$ cat src/rtl/cr_wr_arb_pkg.sv
// cr_wr_arb_pkg: CR geometry constants and field-mask to bit-mask expansion
package cr_wr_arb_pkg;
  localparam int CR_WIDTH = 32;
  localparam int CR_NFIELD = CR_WIDTH / 4;
  function automatic logic [CR_WIDTH-1:0] fmask_to_bmask(input logic [CR_NFIELD-1:0] m);
    for (int k = 0; k < CR_NFIELD; k++) fmask_to_bmask[4*k +: 4] = {4{m[k]}};
  endfunction
endpackage

$ cat src/rtl/cr_rr_pick.sv
// cr_rr_pick: one-hot pick of the first valid requester scanning from rr_ptr
module cr_rr_pick #(
  parameter int N = 4,
  parameter int PW = $clog2(N)
) (
  input  logic [N-1:0]  valid,
  input  logic [PW-1:0] rr_ptr,
  output logic [N-1:0]  primary
);
  logic [PW-1:0] idx;
  always_comb begin
    primary = '0;
    idx = '0;
    for (int k = N - 1; k >= 0; k--) begin
      idx = PW'((int'(rr_ptr) + k) % N);
      if (valid[idx]) begin
        primary = '0;
        primary[idx] = 1'b1;
      end
    end
  end
endmodule

$ cat src/rtl/cr_wr_arb.sv
// cr_wr_arb: round-robin merge of CR field writes into a one-entry write buffer
module cr_wr_arb
  import cr_wr_arb_pkg::*;
#(
  parameter int NREQ = 4,
  parameter int CR_WIDTH = cr_wr_arb_pkg::CR_WIDTH,
  parameter int NFIELD = cr_wr_arb_pkg::CR_NFIELD
) (
  input  logic                     clk,
  input  logic                     rst,
  input  logic [NREQ-1:0]          req_valid,
  output logic [NREQ-1:0]          req_ready,
  input  logic [NREQ*NFIELD-1:0]   req_fmask,
  input  logic [NREQ*CR_WIDTH-1:0] req_data,
  input  logic                     cr_hold,
  input  logic                     flush,
  input  logic [CR_WIDTH-1:0]      cr_rd,
  output logic                     cr_wr,
  output logic [CR_WIDTH-1:0]      cr_wd,
  output logic [NFIELD-1:0]        pend_fmask
);
  localparam int PW = $clog2(NREQ);
  logic                hold_v_q, hold_v_d;
  logic [NFIELD-1:0]   hold_mask_q, hold_mask_d, gmask, fm;
  logic [CR_WIDTH-1:0] hold_data_q, hold_data_d, gdata, bm;
  logic [PW-1:0]       rr_ptr_q, rr_ptr_d, prim_idx, idx;
  logic [NREQ-1:0]     primary, gnt;
  logic                can_accept, drain;
  cr_rr_pick #(.N(NREQ), .PW(PW)) u_pick (
    .valid  (req_valid),
    .rr_ptr (rr_ptr_q),
    .primary(primary)
  );
  always_comb begin
    can_accept = !rst && !flush && (!hold_v_q || !cr_hold);
    drain = !rst && hold_v_q && !cr_hold && !flush;
    bm = fmask_to_bmask(hold_mask_q);
    cr_wr = drain && |hold_mask_q;
    cr_wd = (cr_rd & ~bm) | (hold_data_q & bm);
    pend_fmask = (hold_v_q && !rst) ? hold_mask_q : '0;
    gnt = '0;
    gmask = '0;
    gdata = '0;
    idx = '0;
    fm = '0;
    for (int k = 0; k < NREQ; k++) begin
      idx = PW'((int'(rr_ptr_q) + k) % NREQ);
      fm = req_fmask[idx*NFIELD +: NFIELD];
      if (can_accept && req_valid[idx] && (primary[idx] || (fm & gmask) == '0)) begin
        gnt[idx] = 1'b1;
        gmask = gmask | fm;
        gdata = gdata | (req_data[idx*CR_WIDTH +: CR_WIDTH] & fmask_to_bmask(fm));
      end
    end
    prim_idx = '0;
    for (int i = 0; i < NREQ; i++) if (primary[i]) prim_idx = PW'(i);
    req_ready = gnt;
    rr_ptr_d = |gnt ? PW'((int'(prim_idx) + 1) % NREQ) : rr_ptr_q;
    hold_v_d = flush ? 1'b0 : |gnt ? 1'b1 : drain ? 1'b0 : hold_v_q;
    hold_mask_d = flush ? '0 : |gnt ? gmask : hold_mask_q;
    hold_data_d = |gnt ? gdata : hold_data_q;
  end
  always_ff @(posedge clk) begin
    if (rst) begin
      hold_v_q <= 1'b0;
      hold_mask_q <= '0;
      hold_data_q <= '0;
      rr_ptr_q <= '0;
    end else begin
      hold_v_q <= hold_v_d;
      hold_mask_q <= hold_mask_d;
      hold_data_q <= hold_data_d;
      rr_ptr_q <= rr_ptr_d;
    end
  end
endmodule

$ cat config.mk
export PLATFORM = sky130hd
export DESIGN_NAME = cr_wr_arb
export DESIGN_NICKNAME = d
export VERILOG_FILES = /design/src/rtl/cr_wr_arb_pkg.sv /design/src/rtl/cr_rr_pick.sv /design/src/rtl/cr_wr_arb.sv
export SDC_FILE = /design/constraint.sdc
export NUM_CORES = 1
export LEC_CHECK = 0
export ABC_CLOCK_PERIOD_IN_PS = 7100
export CORE_MARGIN = 1.5
export CORE_UTILIZATION = 50
export CTS_CLUSTER_SIZE = 14
export DETAILED_ROUTE_END_ITERATION = 10
export PLACE_DENSITY_LB_ADDON = 0.05
export SLEW_MARGIN = 40
export SYNTH_ARGS = -nofsm -noshare
export SYNTH_HDL_FRONTEND = slang
export SYNTH_SLANG_ARGS = --single-unit
$ cat constraint.sdc
create_clock -name clk -period 7.1 [get_ports clk]
set_clock_uncertainty 0.15 [all_clocks]
set_input_delay 1.775 -clock clk [delete_from_list [all_inputs] [get_ports clk]]
set_output_delay 1.775 -clock clk [all_outputs]
set_load 0.05 [all_outputs]
## Yosys cells after proc, flatten, opt, wreduce, memory -nomap -nowiden

Cells that the tools add are included.

- $mul: 0
- Reduce and logical (&&, ||, !) cells: 32
- Add/sub/neg operators: 4
- Shifts and indexed selects: 8
- Mux-type cells: 44
- Divide/modulo/power cells: 0
- Bitwise operators: 20
- $lt $le $gt $ge: 8
- Equal/unequal tests: 0

Operators with widths:

| cell | number |
|---|---|
| $shiftx 128x8->32 | 4 |
| $and 32x32->32 | 6 |
| $mux 32 | 4 |
| $or 32x32->32 | 4 |
| $shiftx 32x6->8 | 4 |
| $mux 8 | 5 |
| $mux 4 | 8 |
| $not 32->32 | 1 |
| $and 8x8->8 | 3 |
| $logic_not 8->1 | 3 |
| $or 8x8->8 | 3 |
| $logic_and 1x1->1 | 17 |
| $bmux 1 s2 | 7 |
| $mux 1 | 14 |
| $lt 2x3->1 const B | 4 |
| $or 4x4->4 | 3 |
| $demux 1 s2 | 4 |
| $ge 2x1->1 const B | 4 |
| $reduce_or 8->1 | 1 |
| $add 2x1->2 const B | 2 |
| $add 2x2->2 const B | 2 |
| $logic_not 1->1 | 4 |
| $logic_or 1x1->1 | 4 |
| $mux 2 | 2 |
| other kinds (3) | 3 |

- Bits in latches: 0
- Input bits: 200
- Bits in read-only memories: 0
- Bits in writable memories: 0
- Memories: 0
- Register bits after elaboration: 43
- Output and inout bits: 45

## Longest topological paths before layout

- Depth in word-level cells: 26
- Gate-level depth with buffers: 20
- Depth with buffers taken out: 11

## Hierarchy

Synthesis repeated with hierarchy kept, for this count alone.

- Cell total of the unflattened synthesis: 784
- Area, all modules: 7843.8 µm²

Modules (own cells, without submodules):

| module | cells an instance | area each (µm²) | instances | sequential area each (µm²) |
|---|---|---|---|---|
| cr_wr_arb | 737 | 7430.9 | 1 | 860.8 |
| cr_rr_pick | 47 | 412.9 | 1 | 0.0 |

## Worst setup path before layout

No wires, ideal clock.

- Path kind: in2out
- From: input req_valid[3]
- To: output req_ready[1]
- Buffers on the path: 3
- Setup slack: 781 ps
- Data required time: 5175 ps
- Data arrival time: 4394 ps
- Stages on the path: 12
- Cell sequence: mux4_2 -> buf_2 -> a211o_1 -> o211ai_1 -> o211a_1 -> a21o_1 -> o21ai_2 -> and2_1 -> buf_2 -> buf_2 -> a222oi_1 -> nand2_1

- Longest elaborated chain between the ends: 21

Ends and longest elaborated chain:

| what | line | source |
|---|---|---|
| start: declaration | cr_wr_arb.sv:11 | `input logic [NREQ-1:0] req_valid,` |
| $bmux 1 s2 | cr_rr_pick.sv:16, cr_wr_arb.sv:49 |  |
| $mux 1 (implied by the code) | cr_rr_pick.sv:16, cr_wr_arb.sv:49 |  |
| $mux 4 (4 in series) | cr_rr_pick.sv:16 | `if (valid[idx]) begin` |
| $bmux 1 s2 | cr_wr_arb.sv:49 | `if (can_accept && req_valid[idx] && (primary[idx] \|\| (fm & gmask) == '0)) begin` |
| $mux 1 (implied by the code) | cr_wr_arb.sv:49 |  |
| $logic_or 1x1->1 | cr_wr_arb.sv:49 |  |
| $logic_and 1x1->1 | cr_wr_arb.sv:49 |  |
| $mux 8 | cr_wr_arb.sv:49 |  |
| (+2 left out) | -- |  |
| $logic_or 1x1->1 | cr_wr_arb.sv:49 |  |
| $logic_and 1x1->1 | cr_wr_arb.sv:49 |  |
| $mux 8 | cr_wr_arb.sv:49 |  |
| $and 8x8->8 | cr_wr_arb.sv:49 |  |
| $logic_not 8->1 | cr_wr_arb.sv:49 |  |
| $logic_or 1x1->1 | cr_wr_arb.sv:49 |  |
| $logic_and 1x1->1 | cr_wr_arb.sv:49 |  |
| $mux 4 (*) | cr_wr_arb.sv:49 |  |
| end: declaration | cr_wr_arb.sv:12 | `output logic [NREQ-1:0] req_ready,` |

Mark *: on every way between the ends. The rest lies on a longest branch, timed or not. The select of a mux whose other input is x is not followed.

## Worst setup path in the final report

- From: input req_valid[3]
- To: output req_ready[0]

The elaborated chain is that of the path after synthesis.

==> summary.md <==
| Metric | Value |
|---|---|
| Die Wd | `~130 um` |
| Clk slew on worst S/H paths | `70 ps` |
| Clk Latency, worst-skew pair | `310 ps` |
| Share of the synthesized area in the top cell type | `roughly 45%` |
| Final setup viols | `0` |
| #FFs+latches synth | `between 40 and 50` |
| Root Driver | `clkbuf_16` |
| Area contributors post-synth | `mux4_2 45%, dfxtp_1 10%, mux2_2 4.7%, a21o_1 2.7%, nand3_1 2.7%` |
| Fin crit share | `a little under 100%` |
| Most used DFF post-synth | `dfxtp_1` |
| Vias in the first global route | `around 8500` |
| Antenna violations before repair | `3` |
| Routed WL | `a little over 30000 um` |
| Sequential area share after synthesis | `a little over a tenth` |
| Post-synth top area cell | `mux4_2` |
| Max-cap viol count | `0` |
| Met3 Track Usage GR | `under 10%` |
| Status | `completed` |
| Most frequent CP cell | `nand2_1` |
| Commonest cells post-synth | `165 x mux4_2, 45 x nand3_1, 43 x clkbuf_1, 43 x dfxtp_1, 40 x nor2_1` |
| Max clock buf depth | `2` |
| Fin crit period | `6970 ps` |
| Largest net degree at the start of global routing | `74` |
| Max stage delay on crit path | `between 600 and 700 ps` |
| Pins Over Slew Limit | `0` |
| Cell breakdown of the critical path | `clkdlybuf4s50_1 > mux4_2 > or3b_1 > nand4b_1 > o22a_1 > a21oi_1 > or2_1 > o31ai_4 > nand2_1 > nand2_1 > buf_12` |
| Hold/Removal Path Class | `reg -> reg` |
| Final hold violation count | `0` |
| Critical Path RT | `around 5200 ps` |
| Worst-Margin Slew | `roughly 800 ps` |
| RSZ-0062 raised after global routing | `false` |
| # resized after CTS | `0` |
| Multi-input logic area | `around 7000 um2` |
| Crit path max-delay cell type | `mux4_2` |
| Met2 global-route usage | `a little under three fifths` |
| CTS tree | `done` |
| Post-CTS setup buffers | `0` |
| Clk sinks | `43` |
| Final-stage net count | `around 1100` |
| Compound-Gate Fraction of Synth Area | `between 20% and 30%` |
| Grt ovf | `0` |
| DR DRC count | `0` |
| Crit-path max FO | `8` |
| Worst Setup End Kind | `primary output` |
| Via count | `between 8000 and 9000` |
| TritonCTS Buffers | `5` |
| Post-Syn Instances | `around 740` |
| Layout area overhead | `34.1%` |
| CP arrival | `~5100 ps` |
| Busiest grt layer | `met2` |
| Critical setup path kind | `in -> out` |
| Hold-fix buffers, CTS | `0` |
| Fin worst setup slack | `roughly 130 ps` |
| Mapped Avg Cell Area | `between 10 and 15 um2` |
| Leak | `3.72 nW` |
| Synth Area in XOR/XNOR | `0%` |
| PortBufs | `244` |
| Setup TNS | `0 ps` |
| Die Area | `17200 um2` |
| First-pass GRT wire length | `~48000 um` |
| Count leader, synth | `mux4_2` |
| Mapped Area | `between 8000 and 9000 um2` |
| F_max | `0.143 GHz` |
| Starting Density | `between 50% and 60%` |
| Maximum vdd ir drop | `0.398 mV` |
| GRT Util Overall | `about 35%` |
| Drt pass-1 iters | `5` |
| Startpoint types | `input port` |
| Mapped Nets | `~950` |
| Yosys cell types | `60` |
| Relative slew slack | `roughly 48%` |
| Yosys Warn Count | `0` |
| Grt met1 use | `47.4%` |
| Power per cell area | `353 nW/um2` |
| Fillers | `between 1000 and 1500` |
| Die Height | `about 130 um` |
| Register area | `868 um2` |
| Post-DRT Antenna Nets | `0` |
| Post-synth EDFFs | `0` |
| Row count | `46` |
| Main combinational cell family by area after synthesis | `multiplexers` |
| Pre-CTS WS | `181 ps` |
| Iter 0 DRT Violations | `~850` |
| Detailed Place HPWL | `22100 um` |
| Io pins | `245` |
| Post-Synth Simple-Gate Area | `a little over a tenth` |
| H-tree levels | `2` |
| Layout cells sized above 1 | `between 20% and 30%` |
| Async set or reset register ratio after synthesis | `0%` |
| Placer congestion estimate | `a little over 0.9` |
| Post-synthesis mux area share | `between 50% and 60%` |
| Wire length per cell | `between 20 and 30 um` |
| Drt via density | `7.59` |
| Post-Synth Adder-Cell Area | `1.22%` |
| Core ar. | `approximately 16000 um2` |
stage by stage:
| stage | util [%] | total power [mW] | hold slack [ps] | cells | instance area (um2) |
|---|---|---|---|---|---|
| after detailed placement | 67.8 | 3.57 | 378 | 1141 | 10800 |
| after global placement | 67.7 | 3.50 | 366 | 1140 | 10800 |
| final | 69.0 | 3.89 | 391 | 1152 | 11000 |
| after CTS | 68.8 | 3.85 | 388 | 1149 | 11000 |
| after floorplan | - | 2.75 | 333 | 738 | 8230 |
| after global routing | 69.0 | 4.09 | 403 | 1152 | 11000 |
state kept, by name (all words and copies together), names as in the netlist:
register     flops
hold_v_q         1
hold_data_q     32
hold_mask_q      8
rr_ptr_q         2
cell usage in the layout, fill, tap and decap left out, drive strengths merged, types with 4 or more instances in the layout:
cell type      instances
a22oi                 14
a222oi                 5
a31oi                 31
inv                   13
nand3                 45
a221oi                16
a32o                   8
buf                   31
nor4                   4
a21oi                 16
nand2                 26
o211a                  7
and3                  15
a22o                   7
nor2b                  5
nand3b                10
mux2                  34
mux2i                  6
a32oi                 11
o211ai                 6
mux4                 165
and2                  13
dfxtp                 43
ha                     8
a41oi                 20
nor2                  40
o2111ai                8
a211oi                 7
a41o                   8
a21o                  30
o21ai                  6
clkdlybuf4s50        239
clkbuf                 6
metal layers:
layer	vias up	routed length (um)
li1	3620	-
met1	4345	11900
met2	672	14200
met3	107	3280
met4	0	1390
met5	-	0
area by class of cell:
type	count	area share, %
inverter	12	0.408
multi-input combinational	600	63.2
clock buffer	6	1.36
timing repair buffer	270	24.5
sequential	43	7.87
tap	216	2.45
antenna	3	0.0680
clock inverter	2	0.147
logic make-up (layout without fill, tap and decap cells):
kind of cell / count (synthesis) / in the layout
buffers and inverters: 95 / 290
muxes: 205 / 205
adders and majority gates: 8 / 8
other: 0 / 3
DFF: 43 / 43
AOI/OAI and AO/OA: 217 / 217
and+or+nand+nor: 170 / 170
power by group:
part	internal [mW]	switching, mW	total, mW
clock	0.154	0.120	0.274
combinational	1.49	1.73	3.22
sequential	0.315	0.0861	0.401
total	1.96	1.94	3.89
final timing paths:
| check | start | to | slack, ps | cells past startpoint |
|---|---|---|---|---|
| worst max-delay path | req_valid[3] | req_ready[0] | 130 | 11 |
| worst min-delay path | hold_v_q | hold_v_q | 390 | 2 |
| worst max register to register | rr_ptr_q[1] | hold_mask_q[3] | 2110 | 13 |
| worst min register to register | hold_v_q | hold_v_q | 390 | 2 |
critical path, delay by kind of cell:
| kind | cells | cell delay [ps] |
|---|---|---|
| AOI/OAI and AO/OA | 3 | 840 |
| and+or+nand+nor | 5 | 1120 |
| muxes | 1 | 610 |
| buffers and inverters | 2 | 690 |
(Power assumes the default switching activity.)
